File: config.mk
export PLATFORM = sky130hd
export DESIGN_NAME = uart_tx_serializer
export DESIGN_NICKNAME = d
export VERILOG_FILES = /design/src/rtl/uart_tx_serializer.sv
export SDC_FILE = /design/constraint.sdc
export NUM_CORES = 1
export LEC_CHECK = 0
export ABC_AREA = 1
export CAP_MARGIN = 5
export CORE_MARGIN = 3
export CORE_UTILIZATION = 49
export DETAILED_ROUTE_END_ITERATION = 10
export MAX_ROUTING_LAYER = met4
export PLACE_DENSITY_LB_ADDON = 0.25
export SETUP_SLACK_MARGIN = 0.02
export SYNTH_ARGS = -nofsm -noshare
export SYNTH_HDL_FRONTEND = slang
export SYNTH_SLANG_ARGS = --single-unit
File: constraint.sdc
create_clock -name clk -period 1.6 [get_ports clk]
set_clock_uncertainty 0.15 [all_clocks]
set_input_delay 0.4 -clock clk [delete_from_list [all_inputs] [get_ports clk]]
set_output_delay 0.4 -clock clk [all_outputs]
set_load 0.005 [all_outputs]
File: src/rtl/uart_tx_serializer.sv
// UART transmit serializer: start bit, LSB-first data, optional parity, stop bit.
// Ports: clk, reset (async high), baud_tick, tx_start, tx_data in; tx, tx_busy, tx_done out.
module uart_tx_serializer #(
    parameter int DATA_BITS  = 8,
    parameter int OVERSAMPLE = 8,
    parameter int PARITY_EN  = 0,
    parameter int PARITY_ODD = 0
) (
    input  logic                 clk,
    input  logic                 reset,
    input  logic                 baud_tick,
    input  logic                 tx_start,
    input  logic [DATA_BITS-1:0] tx_data,
    output logic                 tx,
    output logic                 tx_busy,
    output logic                 tx_done
);

    localparam int TW = (OVERSAMPLE > 1) ? $clog2(OVERSAMPLE) : 1;
    localparam int BW = (DATA_BITS > 1) ? $clog2(DATA_BITS) : 1;

    typedef enum logic [2:0] {
        IDLE,
        START,
        DATA,
        PARITY,
        STOP
    } state_t;

    state_t               state_q, state_d;
    logic [TW-1:0]        tick_cnt_q, tick_cnt_d;
    logic [BW-1:0]        bit_cnt_q, bit_cnt_d;
    logic [DATA_BITS-1:0] shreg_q, shreg_d;
    logic                 parity_q, parity_d;
    logic                 tx_q, tx_d;
    logic                 busy_q, busy_d;
    logic                 done_q, done_d;
    logic                 bit_end;

    assign bit_end = baud_tick && (tick_cnt_q == TW'(OVERSAMPLE - 1));

    always_comb begin
        state_d    = state_q;
        tick_cnt_d = tick_cnt_q;
        bit_cnt_d  = bit_cnt_q;
        shreg_d    = shreg_q;
        parity_d   = parity_q;
        busy_d     = busy_q;
        done_d     = 1'b0;

        // Ticks only advance the bit timer while a frame is on the line;
        // a tick in the acceptance cycle is dropped.
        if (state_q != IDLE && baud_tick) begin
            tick_cnt_d = bit_end ? '0 : tick_cnt_q + TW'(1);
        end

        unique case (state_q)
            IDLE: begin
                if (tx_start) begin
                    shreg_d    = tx_data;
                    parity_d   = (^tx_data) ^ (PARITY_ODD != 0);
                    tick_cnt_d = '0;
                    bit_cnt_d  = '0;
                    busy_d     = 1'b1;
                    state_d    = START;
                end
            end
            START: begin
                if (bit_end) state_d = DATA;
            end
            DATA: begin
                if (bit_end) begin
                    shreg_d = shreg_q >> 1;
                    if (bit_cnt_q == BW'(DATA_BITS - 1)) begin
                        bit_cnt_d = '0;
                        state_d   = (PARITY_EN != 0) ? PARITY : STOP;
                    end else begin
                        bit_cnt_d = bit_cnt_q + BW'(1);
                    end
                end
            end
            PARITY: begin
                if (bit_end) state_d = STOP;
            end
            STOP: begin
                if (bit_end) begin
                    busy_d  = 1'b0;
                    done_d  = 1'b1;
                    state_d = IDLE;
                end
            end
            default: state_d = IDLE;
        endcase

        // Line level follows the next state so tx is a clean register.
        tx_d = 1'b1;
        unique case (state_d)
            START:   tx_d = 1'b0;
            DATA:    tx_d = shreg_d[0];
            PARITY:  tx_d = parity_d;
            default: tx_d = 1'b1;
        endcase
    end

    always_ff @(posedge clk or posedge reset) begin
        if (reset) begin
            state_q    <= IDLE;
            tick_cnt_q <= '0;
            bit_cnt_q  <= '0;
            shreg_q    <= '0;
            parity_q   <= 1'b0;
            tx_q       <= 1'b1;
            busy_q     <= 1'b0;
            done_q     <= 1'b0;
        end else begin
            state_q    <= state_d;
            tick_cnt_q <= tick_cnt_d;
            bit_cnt_q  <= bit_cnt_d;
            shreg_q    <= shreg_d;
            parity_q   <= parity_d;
            tx_q       <= tx_d;
            busy_q     <= busy_d;
            done_q     <= done_d;
        end
    end

    assign tx      = tx_q;
    assign tx_busy = busy_q;
    assign tx_done = done_q;

endmodule
# == Word-level counts from Yosys, hierarchy flattened ==
# Cells that the tools add are included.
# Widths: inputs -> output; s select.
# classes
add_sub_neg,2
n_eq_ne,12
mux,26
n_reduce_logical,9
# op_table
op,n
$mux 3,13
$mux 8,2
$pmux 8 s2,1
$pmux 3 s5,1
$eq 3x2->1 const B,4
$eq 3x3->1 const B,3
$reduce_xor 8->1,1
$add 3x1->3 const B,2
$eq 3x1->1 const B,2
$mux 1,6
$ne 2x2->1 const B,3
$pmux 3 s2,1
$reduce_and 3->1,2
$reduce_bool 2->1,2
$logic_not 3->1,1
$pmux 1 s3,1
$reduce_bool 3->1,1
$logic_and 1x1->1,2
$pmux 1 s2,1
# word_totals
ff_bits,21
in_bits,12
output_inout_bits,3
elab_cells,58

# == Longest topological paths before layout ==
# Gate-level depths: netlist of run 1.
# depth
word_depth,6
mapped_depth,10
mapped_depth_nobuf,9

# == Worst setup path before layout of run 1 ==
# OpenSTA, ideal clock, no wires.
# synth_timing
path_type,register -> register
from,register tick_cnt_q[0]
to,register tx_q (netlist: tx)
setup_time_ns,0.061
arrival_ns,1.388
t_required_ns,1.389
path_slack_ns,0.002
stages_incl_launch_ff,9
n_path_buf,0
period_less_slack_ns,1.598
cell_sequence,dfrtp_1 > ha_1 > ha_1 > nand2_4 > nand2_1 > nand3_1 > nand2_1 > or2_1 > nand3_2
# synth_via
elab_chain_len,6
word_cells_on_any_way,13
classes_between,eq/ne: 4; mux: 8; reduce/logical: 1
# synth_rtl
item,line,rtl
"start, declared",31,"logic [TW-1:0] tick_cnt_q, tick_cnt_d;"
"start signal, assigned",117,tick_cnt_q <= tick_cnt_d;
$eq 3x3->1 (*),40,assign bit_end = baud_tick && (tick_cnt_q == TW'(OVERSAMPLE - 1));
$logic_and 1x1->1 (*),40,
"$mux 3, on equally long branches",n/a,
$pmux 3 s5 (*),57,unique case (state_q)
net state_d[1],30,"state_t state_q, state_d;"
$eq 3x2->1 or $eq 3x1->1 (tied branches),97,unique case (state_d)
$pmux 1 s3 (*),97,
net tx_d,35,"logic tx_q, tx_d;"
"end signal, assigned",121,tx_q <= tx_d;
"end, declared",35,
# Mark *: on every way through the listed nets, which the timed path passes. The rest lies on a longest branch. The select of a mux whose other input is x is not followed.
# A chain may end at the register's enable or synchronous reset.

# == Worst setup path in the final report of run 1 ==
# layout_timing
from,register tick_cnt_q[0]
to,register shreg_q[1]
# layout_via
elab_chain_len,4
# layout_rtl
item,line,rtl
$eq 3x3->1,40,
$logic_and 1x1->1,40,
$ne 2x2->1 (no source line),n/a,
$reduce_and 3->1 (no source line),n/a,
"end signal, assigned",119,shreg_q <= shreg_d;
"end, declared",33,"logic [DATA_BITS-1:0] shreg_q, shreg_d;"
# No other way between the ends.

==> flow_summary.toml, run 1 <==
[grt]
grt_pass1_wl_mm = 4.82
grt_pass1_vias = 1154
grt_max_degree = 22
grt.overflow.total = 0
antenna_found_initial = 0
gr-usage-all-layers = 0.193

[power]
ir_worst_vdd_mv = 0.934
leakage_nw = 0.985
p_per_area_nw_per_um2 = 1200
power.total_mw = 2.16

[logic_synthesis]
ys_warn_count = 0
synth-edff-count = 0
ys_ff_latch = 21
synth_seq_area_share = 0.404
synthArstFlopShare = 1.00
avgSynthCellArea_um2 = 7.96
synthCells = 164
synth.cell_area_um2 = 1310
syn_nets = 180
synthFlopType = "dfrtp_1"
yosysUniqueCellTypes = 30

[timing]
fin_crit_ps = 1640
relSlewSlack = 0.825
tightest_slew_ps = 262
fmax_ghz = 0.609
rsz0062_at_grt = "true"
drv_slew = 0
fin_tns_setup_ps = -179
hold_viol = 0
setup_ws_ps = -43.2
setup_viol = 8
post-route-period-util = 1.03

[critical_path]
required_ps = 1640
r2r_start = "tick_cnt_q[0]$_DFF_PP0_"
crit_buf_inv = 1
crit_path_top_delay_cell = "dfrtp_1"
r2r_setup_slack_ps = -40
critPathLaunchType = "flop"
cp_top_family = "simple AND/OR/NAND/NOR gates"
reg2regPathDepth = 8
critPathMaxFanout = 6
endpoint_kind = "flop"
cpPeakStageDelay_ps = 380
arrival_ps = 1680
timing.rr.end = "shreg_q[1]$_DFFE_PP0P_"
path_cells = "ha_2 > ha_4 > nand2_8 > nor2_4 > nor2_4 > buf_4 > nand2_2 > nand2_2"
criticalPathCategory = "flop to flop"

[die]
boundaryPins = 15
dieArea_um2 = 3320
die_y_um = 57.6
num_rows = 18
initial_core_util = 0.522
die_w_um = 57.6
core_area_um2 = 2500

[placement]
post_dp_cell_area_um2 = 1630
dpl.hpwl_mm = 2.12
dpl.cell_count = 225
io_buffers = 14
place_congestion = 0.747
pre_cts_slack_ps = -284

[clock_tree]
insertion_delay_ps = 300
cts_buffer_depth = 2
numCtsBuffers = 3
h-tree-depth = 1
cts_tree = "done"
path_clk_slew_ps = 110
cts_root_buf = "clkbuf_4"
clock-sinks = 21
hold_buffers = 0

[layout]
nFillCells = 194
drive_gt1_frac = 0.375
fin_area_um2 = 1800
seqCellArea_um2 = 528
area_delta_synth_final_pct = 38.3
final_cells = 238
multiInputGateArea_um2 = 697
antenna_cells = 0
final_nets = 225

[run_status]
status = "complete, but fails checks"
violations = "negative setup slack"

[drt]
totalWireLength_mm = 2.99
vias = 1209
drc_errors = 0
wl_per_cell_um = 12.6
dr.pass1.iters = 5
first_iter_violations = 49
vias_per_cell = 5.08
ant_nets = 0

[flow_run]
drv_cap = 0

[worst_hold_path]
hold_class = "input port to asynchronous set/reset pin"
## stage by stage
step | utilization | hold slack, ps
6_report | 0.722 | 255
2_1_floorplan | - | 226
3_5_place_dp | 0.653 | 331
5_1_grt | 0.722 | 272
3_3_place_gp | 0.653 | 325
4_1_cts | 0.676 | 251
## worst register-to-register path, stage by stage, from the launching register on
cell     delay (ps)
dfrtp_1         380
ha_2            200
ha_4            170
nand2_8          80
nor2_4          210
nor2_4           90
buf_4           160
nand2_2          50
nand2_2          50
## kinds of logic after synthesis
group / after synthesis / share of synthesized area
DFF: 21 / 0.404
adders and majority gates: 4 / 0.0384
AOI/OAI and AO/OA: 18 / 0.0968
buffers and inverters: 31 / 0.111
xor gates and xnor gates: 5 / 0.0336
and+or+nand+nor: 85 / 0.316
## worst max-delay path by stage
stage                            startpoint                       end  slack (ps)  cells after the start
floorplan           tick_cnt_q[0]$_DFF_PP0_              tx$_DFF_PP1_          50                      8
global placement                  baud_tick              tx$_DFF_PP1_        -330                      7
detailed placement               tx_data[0]        parity_q$_DFF_PP0_        -280                      9
CTS                 tick_cnt_q[1]$_DFF_PP0_  bit_cnt_q[2]$_DFFE_PP0P_         -40                      8
global route        tick_cnt_q[0]$_DFF_PP0_              tx$_DFF_PP1_        -110                      9
finish              tick_cnt_q[0]$_DFF_PP0_    shreg_q[1]$_DFFE_PP0P_         -40                      8
## sequential cells by signal (all words and copies together) (netlist names)
signal      cells
bit_cnt_q       3
tx_done         1
tx_busy         1
shreg_q         8
tick_cnt_q      3
parity_q        1
tx              1
state_q         3
## where the power goes
group / internal [mW] / total, mW / switching, mW
Clock: 0.0971 / 0.253 / 0.156
Sequential: 0.736 / 0.873 / 0.136
Combinational: 0.509 / 1.03 / 0.525
## cell usage after synthesis (2+ instances only)
cell | n | area share
a22oi_1 | 6 | 0.035
clkbuf_2 | 3 | 0.012
dfrtp_1 | 20 | 0.38
ha_1 | 4 | 0.038
inv_1 | 20 | 0.058
inv_2 | 5 | 0.014
nand2_1 | 43 | 0.12
nand2_2 | 13 | 0.062
nand3_1 | 7 | 0.027
nand3_2 | 2 | 0.015
nor2_1 | 9 | 0.026
nor2_2 | 2 | 0.0096
nor2_4 | 2 | 0.017
nor3_1 | 2 | 0.0077
o21ai_0 | 3 | 0.012
o21ai_1 | 2 | 0.0077
o21ai_2 | 4 | 0.027
or2_1 | 2 | 0.0096
xnor2_1 | 3 | 0.020
xor2_1 | 2 | 0.013
## layout make-up
cell class | instances | area share
multi-input combinational | 112 | 0.386
inverter | 25 | 0.0534
sequential | 21 | 0.293
tap | 30 | 0.0208
clock buffer | 4 | 0.0146
timing repair buffer | 46 | 0.232
## per-layer routing
metal / wire length [um] / global-route usage / vias to the layer above
met5: 0 / - / -
met1: 1270 / 0.238 / 570
met4: 58 / 0.0795 / 0
met3: 132 / 0.0339 / 10
met2: 1530 / 0.310 / 31
li1: - / - / 598
## cells in the final DEF, fill, tap and decap left out, types with 4 or more instances in the layout
cell	count
nand2_1	41
buf_4	28
inv_1	20
dfrtp_1	19
nand2_2	15
nor2_1	9
nand3_1	6
clkdlybuf4s50_1	6
o21ai_2	5
dlymetal6s2s_1	5
inv_2	4
a22oi_1	4
## what timing repair did
item,in CTS,in global routing
setup buffers,2,7
gates resized for setup,11,18
pin swaps,10,5
setup endpoints to repair,14,18
Note: power is estimated with default switching activity, not from simulation.
==> inputs of run 2 (changes only) <==
Settings changed: ABC_AREA 1 to 0, CORE_UTILIZATION 49 to 47.
==> run 2 against run 1 <==
Effect of this change:
- the run still ends with negative setup slack left
- first-iteration DRC count decreased by 47%
- critical path depth decreased by 2
- combinational power decreased by 9%
- hold slack about the same
- non-clock buffer count decreased by 10
- global-route usage increased by 1.0 points
- sequential cell count unchanged
- area after synthesis decreased by 18%
- cell area decreased by 11%
- register-to-register slack got worse by 150 ps
==> flow_summary.toml, run 2 <==
[critical_path]
arrival_ps = 1870
critPathMaxFanout = 5
required_ps = 1680
critPathLaunchType = "flop"
endpoint_kind = "flop"
criticalPathCategory = "flop to flop"

[timing]
hold_slack_ps = 256
relSlewSlack = 0.773
fin_crit_ps = 1790
rsz0062_at_grt = "true"
drv_slew = 0
post-route-period-util = 1.12
setup_ws_ps = -192
hold_viol = 0
fmax_ghz = 0.558
setup_viol = 14
tightest_slew_ps = 338

[logic_synthesis]
synth_top_area_share = 0.466
synthAdderAreaFrac = 0.0466
ys_warn_count = 0
synth_seq_area_share = 0.491
synth_top_family_by_area = "simple AND/OR/NAND/NOR gates"
avgSynthCellArea_um2 = 10.3
ys_top_cells_by_area = "dfrtp_1 47%, nand2_1 7.0%, xnor2_1 5.7%"
synthTopCellsByCount = "20 x dfrtp_1, 20 x nand2_1, 7 x a22oi_1, 7 x nor2_1, 7 x xnor2_1"
synth-simple-area-share = 0.217
synth-edff-count = 0
yosys.area.top_type = "dfrtp_1"
synthArstFlopShare = 1.00
syn_nets = 120
synth_compound_area_frac = 0.164
ys_ff_latch = 21
yosysUniqueCellTypes = 35
synth_mux_area_frac = 0
synthCells = 104
synth_xor_area_frac = 0.0571
synth.cell_area_um2 = 1070
synthFlopType = "dfrtp_1"

[layout]
fin_area_um2 = 1610
largest_register_ffs = 8
final_cells = 167
nFillCells = 123
final_nets = 157
regMostFlops = "shreg_q"
multiInputGateArea_um2 = 697
area_delta_synth_final_pct = 49.8
drive_gt1_frac = 0.457
seqCellArea_um2 = 531
antenna_cells = 0
layout_common_cells = "17 x dfrtp_1, 17 x buf_4, 11 x clkdlybuf4s50_1"

[placement]
io_buffers = 14
post_dp_cell_area_um2 = 1350
dpl.cell_count = 154
dpl.hpwl_mm = 1.66
place_congestion = 0.806
pre_cts_slack_ps = -318

[power]
switching_share = 0.370
power.total_mw = 2.11
leakage_nw = 0.668
pwr-share-seq = 0.436
p_sw_mw = 0.782
ir_worst_vdd_mv = 0.802
p_per_area_nw_per_um2 = 1310
p_comb_frac = 0.444
power.internal_mw = 1.33
pwr-share-clk = 0.120

[run_status]
status = "complete, but fails checks"
violations = "negative setup slack"

[drt]
ant_nets = 0
route.met3.wl_um = 99
wl_met2_mm = 1.52
wl_per_cell_um = 17.1
vias_per_cell = 5.62
vias = 938
first_iter_violations = 26
totalWireLength_mm = 2.85
m1WireLength_mm = 1.20
top_layer_used = "met4"
drc_errors = 0
dr.pass1.iters = 4

[grt]
grt.overflow.total = 0
grt_pass1_wl_mm = 4.04
grt_pass1_vias = 865
antenna_found_initial = 0
gr-usage-all-layers = 0.203
grt_max_degree = 22

[die]
die_w_um = 53.8
dieArea_um2 = 2890
num_rows = 16
initial_core_util = 0.521
boundaryPins = 15
die_y_um = 53.8
core_area_um2 = 2060

[clock_tree]
h-tree-depth = 1
numCtsBuffers = 3
clock-sinks = 21
path_clk_slew_ps = 120
insertion_delay_ps = 300
cts_tree = "done"
cts_root_buf = "clkbuf_4"
cts_buffer_depth = 2

[worst_hold_path]
hold_class = "input port to asynchronous set/reset pin"

[flow_run]
drv_cap = 0
## run 2: cell count changes after synthesis, sizes merged, moves of 4 or more
cell	previous run	this run
nand2	57	20
inv	25	1
nand3	9	1
nor2	13	8
a21oi	1	5
nor3b	0	4
o21ai	9	5
xnor2	3	7
## run 2: repair_timing
action	in CTS	in global routing
cloned	1	0
setup buffers	5	7
setup endpoints to repair	17	20
hold buffers	0	0
gates resized for setup	22	29
hold endpoints to repair	0	0
pin swaps	11	14
## run 2: path summary, 6_finish.rpt
check                                        start                        to  slack (ps)  depth (start not counted)
min in group clk               tx_busy$_DFFE_PP0P_       tx_busy$_DFFE_PP0P_         360                          2
hold reg to reg                tx_busy$_DFFE_PP0P_       tx_busy$_DFFE_PP0P_         360                          2
setup / recovery           tick_cnt_q[0]$_DFF_PP0_              tx$_DFF_PP1_        -190                          6
hold / removal                               reset  bit_cnt_q[0]$_DFFE_PP0P_         260                          3
max in group asynchronous                    reset              tx$_DFF_PP1_         760                          3
setup reg to reg           tick_cnt_q[0]$_DFF_PP0_              tx$_DFF_PP1_        -190                          6
## run 2: power by group through the flow
stage	combinational, mW	clock [mW]	sequential, mW
final	0.938	0.254	0.921
after global routing	1.01	0.286	0.936
after CTS	0.720	0.261	0.875
after detailed placement	0.660	0	0.870
after global placement	0.614	0	0.864
after floorplan	0.478	0	0.814
## run 2: final cells by class
class | count | share of cell area
Inverter | 1 | 0.00233
Tap cell | 27 | 0.0210
Timing Repair Buffer | 36 | 0.197
Sequential cell | 21 | 0.330
Multi-Input combinational cell | 78 | 0.433
Clock buffer | 4 | 0.0163
## run 2: critical path, stage by stage, from the launching register on
cell	delay (ps)
dfrtp_1	380
ha_2	200
ha_4	140
and2_4	180
nand3b_1	180
a2111oi_4	390
o21ai_1	100
## run 2: per-stage QoR
stage,util,setup TNS [ps]
2_1_floorplan,-,-57.6
3_3_place_gp,0.656,-3560
3_5_place_dp,0.656,-4120
4_1_cts,0.715,-670
5_1_grt,0.780,-1540
6_report,0.780,-563
## run 2: metal layers
| metal | GRT usage | vias up |
|---|---|---|
| li1 | - | 442 |
| met1 | 0.250 | 463 |
| met5 | - | - |
| met3 | 0.0360 | 4 |
| met4 | 0.0936 | 0 |
| met2 | 0.323 | 29 |
## run 2: cells by family after synthesis
logic type	count (synthesis)
flops	21
compound gates	25
fa+ha+maj	4
simple gates	42
buf+inv	5
xor+xnor	7
==> inputs of run 3 (changes only) <==
Settings changed: CAP_MARGIN 5 to not set.
==> results of run 3 <==
The final DEF is identical to that of run 2; final timing and power are the same.
